===== src/rtl/lfsr_seq_ctrl_pkg.sv =====
// Shared definitions for the LFSR sequencer: FSM state encoding and the
// 74x194-style register mode-select constants {S1,S0}.
package lfsr_seq_ctrl_pkg;

  typedef enum logic [2:0] {
    ST_IDLE  = 3'd0,
    ST_LOAD  = 3'd1,
    ST_RUN   = 3'd2,
    ST_PAUSE = 3'd3,
    ST_DONE  = 3'd4
  } state_t;

  // 2'b10 (shift left on a 194) is never driven by this block
  localparam logic [1:0] SR_HOLD  = 2'b00;
  localparam logic [1:0] SR_SHIFT = 2'b01;
  localparam logic [1:0] SR_LOAD  = 2'b11;

endpackage


===== src/rtl/lfsr_sig_acc.sv =====
// Signature accumulator: rotate-left-and-XOR compaction of each step value.
// The output is bypassed combinationally during a step cycle so the final
// signature is already visible in the DONE cycle (the last step coincides
// with DONE), and is then held by the register until the next clear.
module lfsr_sig_acc
  import lfsr_seq_ctrl_pkg::*;
#(
  parameter int WIDTH = 3
) (
  input  logic             clk,
  input  logic             rst,
  input  logic             clr,
  input  logic             en,
  input  logic [WIDTH-1:0] q,
  output logic [WIDTH-1:0] sig
);

  logic [WIDTH-1:0] sig_q;
  logic [WIDTH-1:0] sig_nx;

  assign sig_nx = {sig_q[WIDTH-2:0], sig_q[WIDTH-1]} ^ q;
  assign sig    = en ? sig_nx : sig_q;

  // signature register: cleared on load, folds in Q on every step
  always_ff @(posedge clk or posedge rst) begin
    if (rst) begin
      sig_q <= '0;
    end else if (clr) begin
      sig_q <= '0;
    end else if (en) begin
      sig_q <= sig_nx;
    end
  end

endmodule


===== src/rtl/lfsr_seq_ctrl.sv =====
// LFSR pattern sequencer for a 74x194-style universal shift register.
// Loads a captured seed, then issues the requested number of shift steps
// with pause support; the LFSR feedback itself lives outside this block.
// Optional: define LFSR_SEQ_SIG_EN to add the SIG signature output.
//
// state    | meaning
// ---------+--------------------------------------------------------
// ST_IDLE  | waiting for START; register held
// ST_LOAD  | one cycle, parallel-load captured seed into register
// ST_RUN   | shifting one step per cycle until count reaches NSTEPS
// ST_PAUSE | HOLD_REQ active; register held, counter frozen
// ST_DONE  | one-cycle completion pulse, counter cleared
module lfsr_seq_ctrl
  import lfsr_seq_ctrl_pkg::*;
#(
  parameter int WIDTH = 3,
  parameter int CNT_W = 8
) (
  input  logic             CLK,
  input  logic             RESET,
  input  logic             START,
  input  logic [WIDTH-1:0] SEED,
  input  logic [CNT_W-1:0] NSTEPS,
  input  logic             HOLD_REQ,
  input  logic [WIDTH-1:0] Q,
  output logic             S1,
  output logic             S0,
  output logic [WIDTH-1:0] PAR_D,
  output logic             BUSY,
  output logic             STEP_VALID,
`ifdef LFSR_SEQ_SIG_EN
  output logic [WIDTH-1:0] SIG,
`endif
  output logic             DONE
);

  state_t           state_q;
  state_t           state_nx;
  logic [WIDTH-1:0] seed_q;
  logic [CNT_W-1:0] nsteps_q;
  logic [CNT_W-1:0] count_q;
  logic             step_valid_q;
  logic [1:0]       mode;
  logic             capture;
  logic             shift_en;
  logic             last_step;

  // equality compare against the captured count; count never exceeds it
  assign last_step = (count_q + CNT_W'(1)) == nsteps_q;

  // state register
  always_ff @(posedge CLK or posedge RESET) begin
    if (RESET) begin
      state_q <= ST_IDLE;
    end else begin
      state_q <= state_nx;
    end
  end

  // next-state and mode decode; RUN and PAUSE share the resume/hold logic
  // so a PAUSE cycle with HOLD_REQ low already shifts
  always_comb begin
    state_nx = state_q;
    mode     = SR_HOLD;
    capture  = 1'b0;
    shift_en = 1'b0;
    case (state_q)
      ST_IDLE: begin
        if (START) begin
          capture  = 1'b1;
          state_nx = ST_LOAD;
        end
      end
      ST_LOAD: begin
        mode     = SR_LOAD;
        state_nx = (nsteps_q == '0) ? ST_DONE : ST_RUN;
      end
      ST_RUN, ST_PAUSE: begin
        if (HOLD_REQ) begin
          state_nx = ST_PAUSE;
        end else begin
          mode     = SR_SHIFT;
          shift_en = 1'b1;
          state_nx = last_step ? ST_DONE : ST_RUN;
        end
      end
      ST_DONE: begin
        state_nx = ST_IDLE;
      end
      default: begin
        state_nx = ST_IDLE;
      end
    endcase
  end

  // run parameters captured on START accept, stable for the whole run
  always_ff @(posedge CLK or posedge RESET) begin
    if (RESET) begin
      seed_q   <= '0;
      nsteps_q <= '0;
    end else if (capture) begin
      seed_q   <= SEED;
      nsteps_q <= NSTEPS;
    end
  end

  // step counter: cleared around each run, advanced on every shift
  always_ff @(posedge CLK or posedge RESET) begin
    if (RESET) begin
      count_q <= '0;
    end else if (state_q == ST_LOAD || state_q == ST_DONE) begin
      count_q <= '0;
    end else if (shift_en) begin
      count_q <= count_q + CNT_W'(1);
    end
  end

  // step-valid follows each shift edge, aligned with the updated Q
  always_ff @(posedge CLK or posedge RESET) begin
    if (RESET) begin
      step_valid_q <= 1'b0;
    end else begin
      step_valid_q <= shift_en;
    end
  end

  assign S1         = mode[1];
  assign S0         = mode[0];
  assign PAR_D      = (state_q == ST_LOAD) ? seed_q : '0;
  assign BUSY       = (state_q == ST_LOAD) || (state_q == ST_RUN) || (state_q == ST_PAUSE);
  assign DONE       = (state_q == ST_DONE);
  assign STEP_VALID = step_valid_q;

`ifdef LFSR_SEQ_SIG_EN
  lfsr_sig_acc #(
    .WIDTH (WIDTH)
  ) u_sig_acc (
    .clk (CLK),
    .rst (RESET),
    .clr (state_q == ST_LOAD),
    .en  (step_valid_q),
    .q   (Q),
    .sig (SIG)
  );
`else
  // Q only feeds the signature accumulator
  logic unused_q;
  assign unused_q = ^Q;
`endif

endmodule


===== config.mk =====
export PLATFORM = sky130hd
export DESIGN_NAME = lfsr_seq_ctrl
export DESIGN_NICKNAME = d
export VERILOG_FILES = /design/src/rtl/lfsr_seq_ctrl_pkg.sv /design/src/rtl/lfsr_sig_acc.sv /design/src/rtl/lfsr_seq_ctrl.sv
export SDC_FILE = /design/constraint.sdc
export NUM_CORES = 1
export LEC_CHECK = 0
export ABC_CLOCK_PERIOD_IN_PS = 2500
export BUFFER_PORTS_ARGS = -buffer_cell sky130_fd_sc_hd__buf_4
export CAP_MARGIN = 25
export CORE_UTILIZATION = 53
export DETAILED_ROUTE_END_ITERATION = 10
export PLACE_DENSITY = 0.75
export SETUP_SLACK_MARGIN = 0.05
export SYNTH_ARGS = -nofsm -noshare
export SYNTH_HDL_FRONTEND = slang
export SYNTH_SLANG_ARGS = --single-unit

===== constraint.sdc =====
create_clock -name CLK -period 2.5 [get_ports CLK]
set_clock_uncertainty 0.1 [all_clocks]
set_input_delay 0.375 -clock CLK [delete_from_list [all_inputs] [get_ports CLK]]
set_output_delay 0.375 -clock CLK [all_outputs]
set_load 0.05 [all_outputs]

# Word-level counts from Yosys, hierarchy flattened
# Index checks and enable logic that the tools add are counted.
# totals
rom_bits	0
out_inout_bits	8
ramBits	0
memories	0
ff_bits	23
latchBits	0
# op_classes
bitwise_logic	0
reduce_logical	7
mux	14
div_mod_pow	0
add_sub_neg	1
n_mul	0
n_lt_le_gt_ge	0
n_eq_ne	6
shift	0
# ops
cell	count
$mux W8	2
$mux W3	5
$pmux W3 S3	1
$add A8 B1 Y8 const B	1
$eq A8 B8 Y1	1
$logic_not A8 Y1	1
$eq A3 B2 Y1 const B	2
$mux W1	5
$pmux W2 S2	1
$eq A3 B1 Y1 const B	1
$eq A3 B3 Y1 const B	1
$logic_not A3 Y1	1
$logic_or A1 B1 Y1	3
$ne A2 B2 Y1 const B	1
$reduce_bool A2 Y1	1
$reduce_or A2 Y1	1

# Logic depth before layout (Yosys ltp)
# Gate-level depths: netlist (run 1).
# logic_depth
word_depth	5
depth_mapped	6

# Worst setup path after synthesis (run 1)
# Ideal clock, no wire load.
# synth_path
path_kind	register to output
start	reg state_q[2]
end	out PAR_D[0]
slack_ns	-0.442
path_stages_with_launch	4
arrival_time_ns	2.467
path_buffers	1
path_cell_list	dfrtp_1 -> clkbuf_1 -> nor3b_1 -> and2_1
# synth_via
elab_chain_cells	2
# synth_lines
item	line_no	rtl
start: declaration	lfsr_seq_ctrl.sv:37	state_t state_q;
start signal: assignment	lfsr_seq_ctrl.sv:56	state_q <= state_nx;
$eq A3 B1 Y1	lfsr_seq_ctrl.sv:129	assign PAR_D = (state_q == ST_LOAD) ? seed_q : '0;
$mux W3	lfsr_seq_ctrl.sv:129	
end: declaration	lfsr_seq_ctrl.sv:28	output logic [WIDTH-1:0] PAR_D,
# Every way passes these cells.

# Worst setup path after layout (run 1)
# layout_path
start	reg state_q[2]
end	out S0
# layout_via
elab_chain_cells	3
# layout_lines
item	line_no	rtl
$eq A3 B2 Y1	lfsr_seq_ctrl.sv:67	case (state_q)
$reduce_or A2 Y1	lfsr_seq_ctrl.sv:67	
$pmux W2 S2 (*)	lfsr_seq_ctrl.sv:67	
end: declaration	lfsr_seq_ctrl.sv:27	output logic S0,
# Every way passes the cells marked *; elsewhere a longest branch is shown, timed or not.

==> results.md, run 1 <==
- Syn_nets: 133
- Reg2Reg Setup Slack: 460 ps
- Sequential element share of the synthesized area: 45.19%
- Detailed-route wire length: 2.397 mm
- Post-cts sizing count: 0
- Slew Viols, Final: 0
- Post-Syn Area: 0.001274 mm²
- Design Area, Final: 0.001489 mm²
- Total number of vias: 934
- Final Hold Viols: 0
- Clk_lat worst skew: 310 ps
- Core area: 0.002233 mm²
- Share of layout cells above drive strength 1: 34.56%
- Critical Path Start Type: flip-flop
- Setup TNS: 0 ps
- Clock-pin slew on the worst setup and hold paths: 120 ps
- EDFF count, synth: 0
- CTS Buf Count: 3
- Slew at the pin closest to its max-slew limit: 860.3 ps
- Outcome: finished, final reports clean
- Pwr dens: 990.9 mW/mm²
- Top cells by area, synth: dfrtp_1, mux2_2, xnor3_2, xnor2_1, o21ai_1
- First-pass GRT wire length: 4.057 mm
- Number of max-cap violations: 0
- Synth warnings: 0
- Vias in the first global route: 894
- Post-DP HPWL: 1.800 mm
- Worst-path maximum fanout: 11
- CP arrival: 1750 ps
- Final setup margin: 273.3 ps
- Setup bufs post-CTS: 0
- DR DRC count: 0
- # nets final: 156
- Fillcell total: 197
- Mean post-synth cell area: 11.17 µm²
- Clock sinks: 23
- CP max stage delay: 610 ps
- Final hold slack: 131.4 ps
- Layout area overhead: 16.90%
- Fmax: 449.1 MHz
- Die ar.: 0.002603 mm²
- Synth area leader: dfrtp_1
- Crit. Startpoint: state_q[2]$_DFFE_PP0P_
- CTS tree: done
- RSZ-0062 raised after global routing: no
- Rel. slew slack: 42.58%
- Area share of the largest cell type after synthesis: 45.19%
- Die W: 51.02 µm
- DR iter-0 viols: 22
- DP Area: 0.001463 mm²
- Largest net degree at the start of global routing: 24
- PortBufs: 22
- DP Worst Slack: 479.2 ps
- Static Leak: 0.6994 nW
- Initial core utilization: 57.03%
- Initial antenna violation count: 0
- Routed WL per cell: 14.62 µm
- Grt ovf: 0
- All-Layer GR Usage: 21.66%
- Minimum clock period: 2227 ps
- CTS Buffer Depth: 2
- Worst R2R Start: count_q[0]$_DFFE_PP0P_
- Slowest cell on crit path: or3b_1
- Top FF cell, synth: dfrtp_1
- Fraction of registers with async set/reset: 100.0%
- Die height: 51.02 µm
- Routed vias/inst: 5.695
- CP Capture Point: S0
- Diode count: 0
- Post-CTS Hold Buffers: 0
- H-tree Lvls: 1
- # IOs: 26
- Worst Path Required: 2030 ps
- Final ANT Viol Nets: 0
- Synth unique cells: 43
- CP endpoint kind: output pin
- Worst path cell trace: or3b_1 > nand2b_1 > buf_4
- Tot Pwr: 1.475 mW
- Rows: 17
- RePlAce Congestion: 0.8197
- Syn Inst Count: 114
- Pre-Repair DR Iteration Count: 4
- Period utilization: 89.07%
- Crit Path Category: reg2out
- Max VDD drop: 0.7003 mV
- Root Driver: clkbuf_4
- R2R depth: 5
- R2R Path End: state_q[1]$_DFFE_PP0P_
- Final setup viols: 0
- Worst hold path type: in2async
- Flops & latches, synth: 23
-- flip-flops by register name, summed over array words and instances (netlist names) --
signal,count
nsteps_q,8
STEP_VALID,1
state_q,3
seed_q,3
count_q,8
-- cells in the mapped netlist, types with 2 or more instances --
cell type	n
dfrtp_1	23
mux2_2	8
o21ai_1	7
nand2_1	5
xnor2_1	5
a21oi_1	4
and2_1	4
clkbuf_1	4
nor2_1	4
o21ai_0	4
a31oi_1	3
and3_1	3
mux2_1	3
xor2_1	3
and3_2	2
nand3_1	2
nand4_1	2
nor4_1	2
xnor3_2	2
-- worst max-delay path: cells and delay by family (launching register included) --
| kind | cells | cell delay [ps] |
|---|---|---|
| buf+inv | 1 | 200 |
| flops | 1 | 490 |
| simple gates | 2 | 750 |
-- routing by layer --
layer	up-vias	global-route usage (%)	share of wire, %
li1	461	-	-
met1	444	28.54	44
met2	25	34.87	50
met3	4	3.571	3.8
met4	0	9.722	1.7
met5	-	0	0
-- worst min path at each step --
stage,from,endpoint,slack [ps],cells past startpoint
floorplan,RESET,STEP_VALID$_DFF_PP0_,280,1
global placement,seed_q[2]$_DFFE_PP0P_,seed_q[2]$_DFFE_PP0P_,360,1
detailed placement,seed_q[2]$_DFFE_PP0P_,seed_q[2]$_DFFE_PP0P_,370,1
CTS,RESET,count_q[5]$_DFFE_PP0P_,160,2
global route,SEED[2],seed_q[2]$_DFFE_PP0P_,160,2
finish,RESET,count_q[5]$_DFFE_PP0P_,130,2
-- placed cells by master, fill, tap and decap left out, drive strengths merged, types with 4 or more instances in the layout --
cell type / Yosys / final
and2: 4 / 4
a21oi: 5 / 5
mux2: 11 / 11
dfrtp: 23 / 23
clkbuf: 4 / 4
and3: 5 / 5
nor2: 4 / 4
buf: 2 / 24
o21ai: 11 / 11
nand2: 5 / 5
xnor2: 5 / 5
-- where the power goes --
part	internal, mW	switching (mW)	leakage, nW	total (mW)
logic	0.354	0.292	0.397	0.646
registers	0.508	0.152	0.288	0.659
clock network	0.0623	0.108	0.0150	0.170
total	0.924	0.551	0.699	1.48
-- per-stage QoR --
stage | instances | util, %
finish | 164 | 66.67
global route | 164 | 66.67
CTS | 164 | 66.67
detailed placement | 160 | 65.49
global placement | 160 | 65.49
floorplan | 114 | -
-- final cells by class --
class	instances	area (µm²)	area share [%]
Timing Repair Buffer	24	180.2	12.10
Clock buffer	4	26.28	1.765
Inverter	2	7.507	0.5042
Multi-Input combinational cell	83	664.4	44.62
Sequential cell	23	575.6	38.66
Tap cell	28	35.03	2.353
-- cells by family (layout without fill, tap and decap cells) --
family	Yosys count	in the layout	share of synthesized area, %
AO/OA/AOI/OAI	27	27	13.36
multiplexers	11	11	9.725
flip-flops	23	23	45.19
buffers and inverters	8	30	3.044
XOR/XNOR	11	11	11.10
AND/OR/NAND/NOR	33	33	16.60
adder cells (fa/ha/maj)	1	1	0.9822
Power figures use the tool's default switching activity.
==> inputs of run 2 (changes only) <==
--- a/config.mk
+++ b/config.mk
@@ -10,7 +10,8 @@
 export CAP_MARGIN = 25
 export CORE_UTILIZATION = 53
 export DETAILED_ROUTE_END_ITERATION = 10
-export PLACE_DENSITY = 0.75
+export GPL_ROUTABILITY_DRIVEN = 0
+export PLACE_DENSITY = 0.8
 export SETUP_SLACK_MARGIN = 0.05
 export SYNTH_ARGS = -nofsm -noshare
 export SYNTH_HDL_FRONTEND = slang
==> results.md, run 2 (synthesis results as in run 1) <==
- R2R depth: 5 (unchanged)
- Final Hold Viols: 0 (unchanged)
- Share of layout cells above drive strength 1: 34.56% (unchanged)
- Outcome: finished, final reports clean
- DP Worst Slack: 453.5 ps (-25.72 ps)
- Clock power frac: 11.2% (-0.3 points)
- Diode count: 0 (unchanged)
- Root Driver: clkbuf_4
- Final hold slack: 127.9 ps (-3.545 ps)
- Pre-Repair DR Iteration Count: 4 (unchanged)
- R2R Path End: state_q[2]$_DFFE_PP0P_
- Seq. cell area: 575.6 µm² (unchanged)
- Initial core utilization: 57.03% (unchanged)
- Layout area overhead: 16.90% (unchanged)
- Routed vias/inst: 5.872 (+3.1%)
- Die ar.: 0.002603 mm² (unchanged)
- Initial antenna violation count: 0 (unchanged)
- Pwr dens: 993.5 mW/mm² (+0.26%)
- Most frequent cells in the layout: buf_4, dfrtp_1, mux2_2
- Critical Path Start Type: flip-flop
- Reg2Reg Setup Slack: 420 ps (-40 ps)
- Switching pwr: 554.9 µW (+0.70%)
- Slew Viols, Final: 0 (unchanged)
- Post-cts sizing count: 0 (unchanged)
- Rows: 17 (unchanged)
- Final setup viols: 0 (unchanged)
- Worst R2R Start: count_q[0]$_DFFE_PP0P_
- Tot Pwr: 1.479 mW (+0.26%)
- Number of max-cap violations: 0 (unchanged)
- Detailed-route wire length: 2.395 mm (about the same)
- Largest regs: count_q x8, nsteps_q x8
- Slew at the pin closest to its max-slew limit: 846.7 ps (-13.64 ps)
- Fmax: 451.7 MHz (+0.59%)
- RSZ-0062 raised after global routing: no
- Post-CTS Hold Buffers: 0 (unchanged)
- # nets final: 156 (unchanged)
- Clock sinks: 23 (unchanged)
- All-Layer GR Usage: 22.07% (+0.40 points)
- Core area: 0.002233 mm² (unchanged)
- Setup bufs post-CTS: 0 (unchanged)
- Grt ovf: 0 (unchanged)
- Sequential power share: 44.8% (about the same)
- Switching portion of total power: 37.51% (+0.16 points)
- # IOs: 26 (unchanged)
- Post-DP HPWL: 1.805 mm (+0.27%)
- Crit Path Category: reg2out
- Worst hold path type: in2async
- First-pass GRT wire length: 4.202 mm (+3.6%)
- DR iter-0 viols: 15 (-32%)
- Static Leak: 0.6994 nW (unchanged)
- CP arrival: 1740 ps (about the same)
- Max VDD drop: 0.6838 mV (-2.4%)
- CTS tree: done
- Period utilization: 88.55% (-0.52 points)
- Final setup margin: 286.2 ps (+12.98 ps)
- Die W: 51.02 µm (unchanged)
- Die height: 51.02 µm (unchanged)
- Setup TNS: 0 ps (unchanged)
- PortBufs: 22 (unchanged)
- Core Util, Final: 66.67% (unchanged)
- Logic pwr share: 43.9% (about the same)
- Worst-path maximum fanout: 11 (unchanged)
- H-tree Lvls: 1 (unchanged)
- Minimum clock period: 2214 ps (-12.98 ps)
- Most common cell after layout, fill and taps aside: buf_4
- CTS Buffer Depth: 2 (unchanged)
- Total number of vias: 963 (+3.1%)
- Largest net degree at the start of global routing: 24 (unchanged)
- Clock-pin slew on the worst setup and hold paths: 120 ps (about the same)
- Clk_lat worst skew: 310 ps (about the same)
- Final ANT Viol Nets: 0 (unchanged)
- CTS Buf Count: 3 (unchanged)
- CP endpoint kind: output pin
- Rel. slew slack: 43.49% (+0.91 points)
- Worst Path Required: 2030 ps (about the same)
- DR DRC count: 0 (unchanged)
- Internal power: 924.4 µW (about the same)
- Multi-input logic area: 664.4 µm² (unchanged)
- Vias in the first global route: 929 (+3.9%)
- Routed WL per cell: 14.60 µm (about the same)
- Fillcell total: 172 (-13%)
==> run 2: cell counts in the layout (fill, tap and decap cells not counted) <==
Identical to the previous run, type by type.
==> run 2: critical path, stage by stage (launching register included) <==
cell and delay (ps):
dfrtp_1 490, or3b_1 600, nand2b_1 150, buf_4 200
==> run 2: worst max-delay path by stage <==
stage / start / end / slack (ps) / cells after the start
floorplan: state_q[2]$_DFFE_PP0P_ / PAR_D[0] / 180 / 3
global placement: count_q[0]$_DFFE_PP0P_ / state_q[1]$_DFFE_PP0P_ / 480 / 5
detailed placement: count_q[0]$_DFFE_PP0P_ / state_q[1]$_DFFE_PP0P_ / 450 / 5
CTS: state_q[2]$_DFFE_PP0P_ / S0 / 270 / 3
global route: state_q[2]$_DFFE_PP0P_ / S0 / 190 / 3
finish: state_q[2]$_DFFE_PP0P_ / S0 / 290 / 3
==> run 2: power by group through the flow <==
stage / Combinational [mW] / Clock, mW / Sequential [mW]
floorplan: 0.523 / 0 / 0.639
global placement: 0.626 / 0 / 0.660
detailed placement: 0.651 / 0 / 0.670
CTS: 0.655 / 0.172 / 0.661
global route: 0.718 / 0.182 / 0.682
finish: 0.650 / 0.166 / 0.663
==> run 2: area by class of cell <==
type / instances / share of cell area (%)
timing repair buffer: 24 / 12.10
sequential: 23 / 38.66
inverter: 2 / 0.5042
multi-input combinational: 83 / 44.62
clock buffer: 4 / 1.765
tap: 28 / 2.353
==> run 2: metrics by stage <==
stage | cells | area [µm²]
3_3_place_gp | 160 | 1463
4_1_cts | 164 | 1489
5_1_grt | 164 | 1489
2_1_floorplan | 114 | 1279
6_report | 164 | 1489
3_5_place_dp | 160 | 1463
==> run 2: per-layer routing <==
layer | share of wire (%) | vias to the layer above | global-route usage (%)
met1 | 45 | 479 | 29.15
met4 | 1.5 | 0 | 8.796
met5 | 0 | - | 0
met2 | 50 | 23 | 35.96
li1 | - | 457 | -
met3 | 3.3 | 4 | 3.571
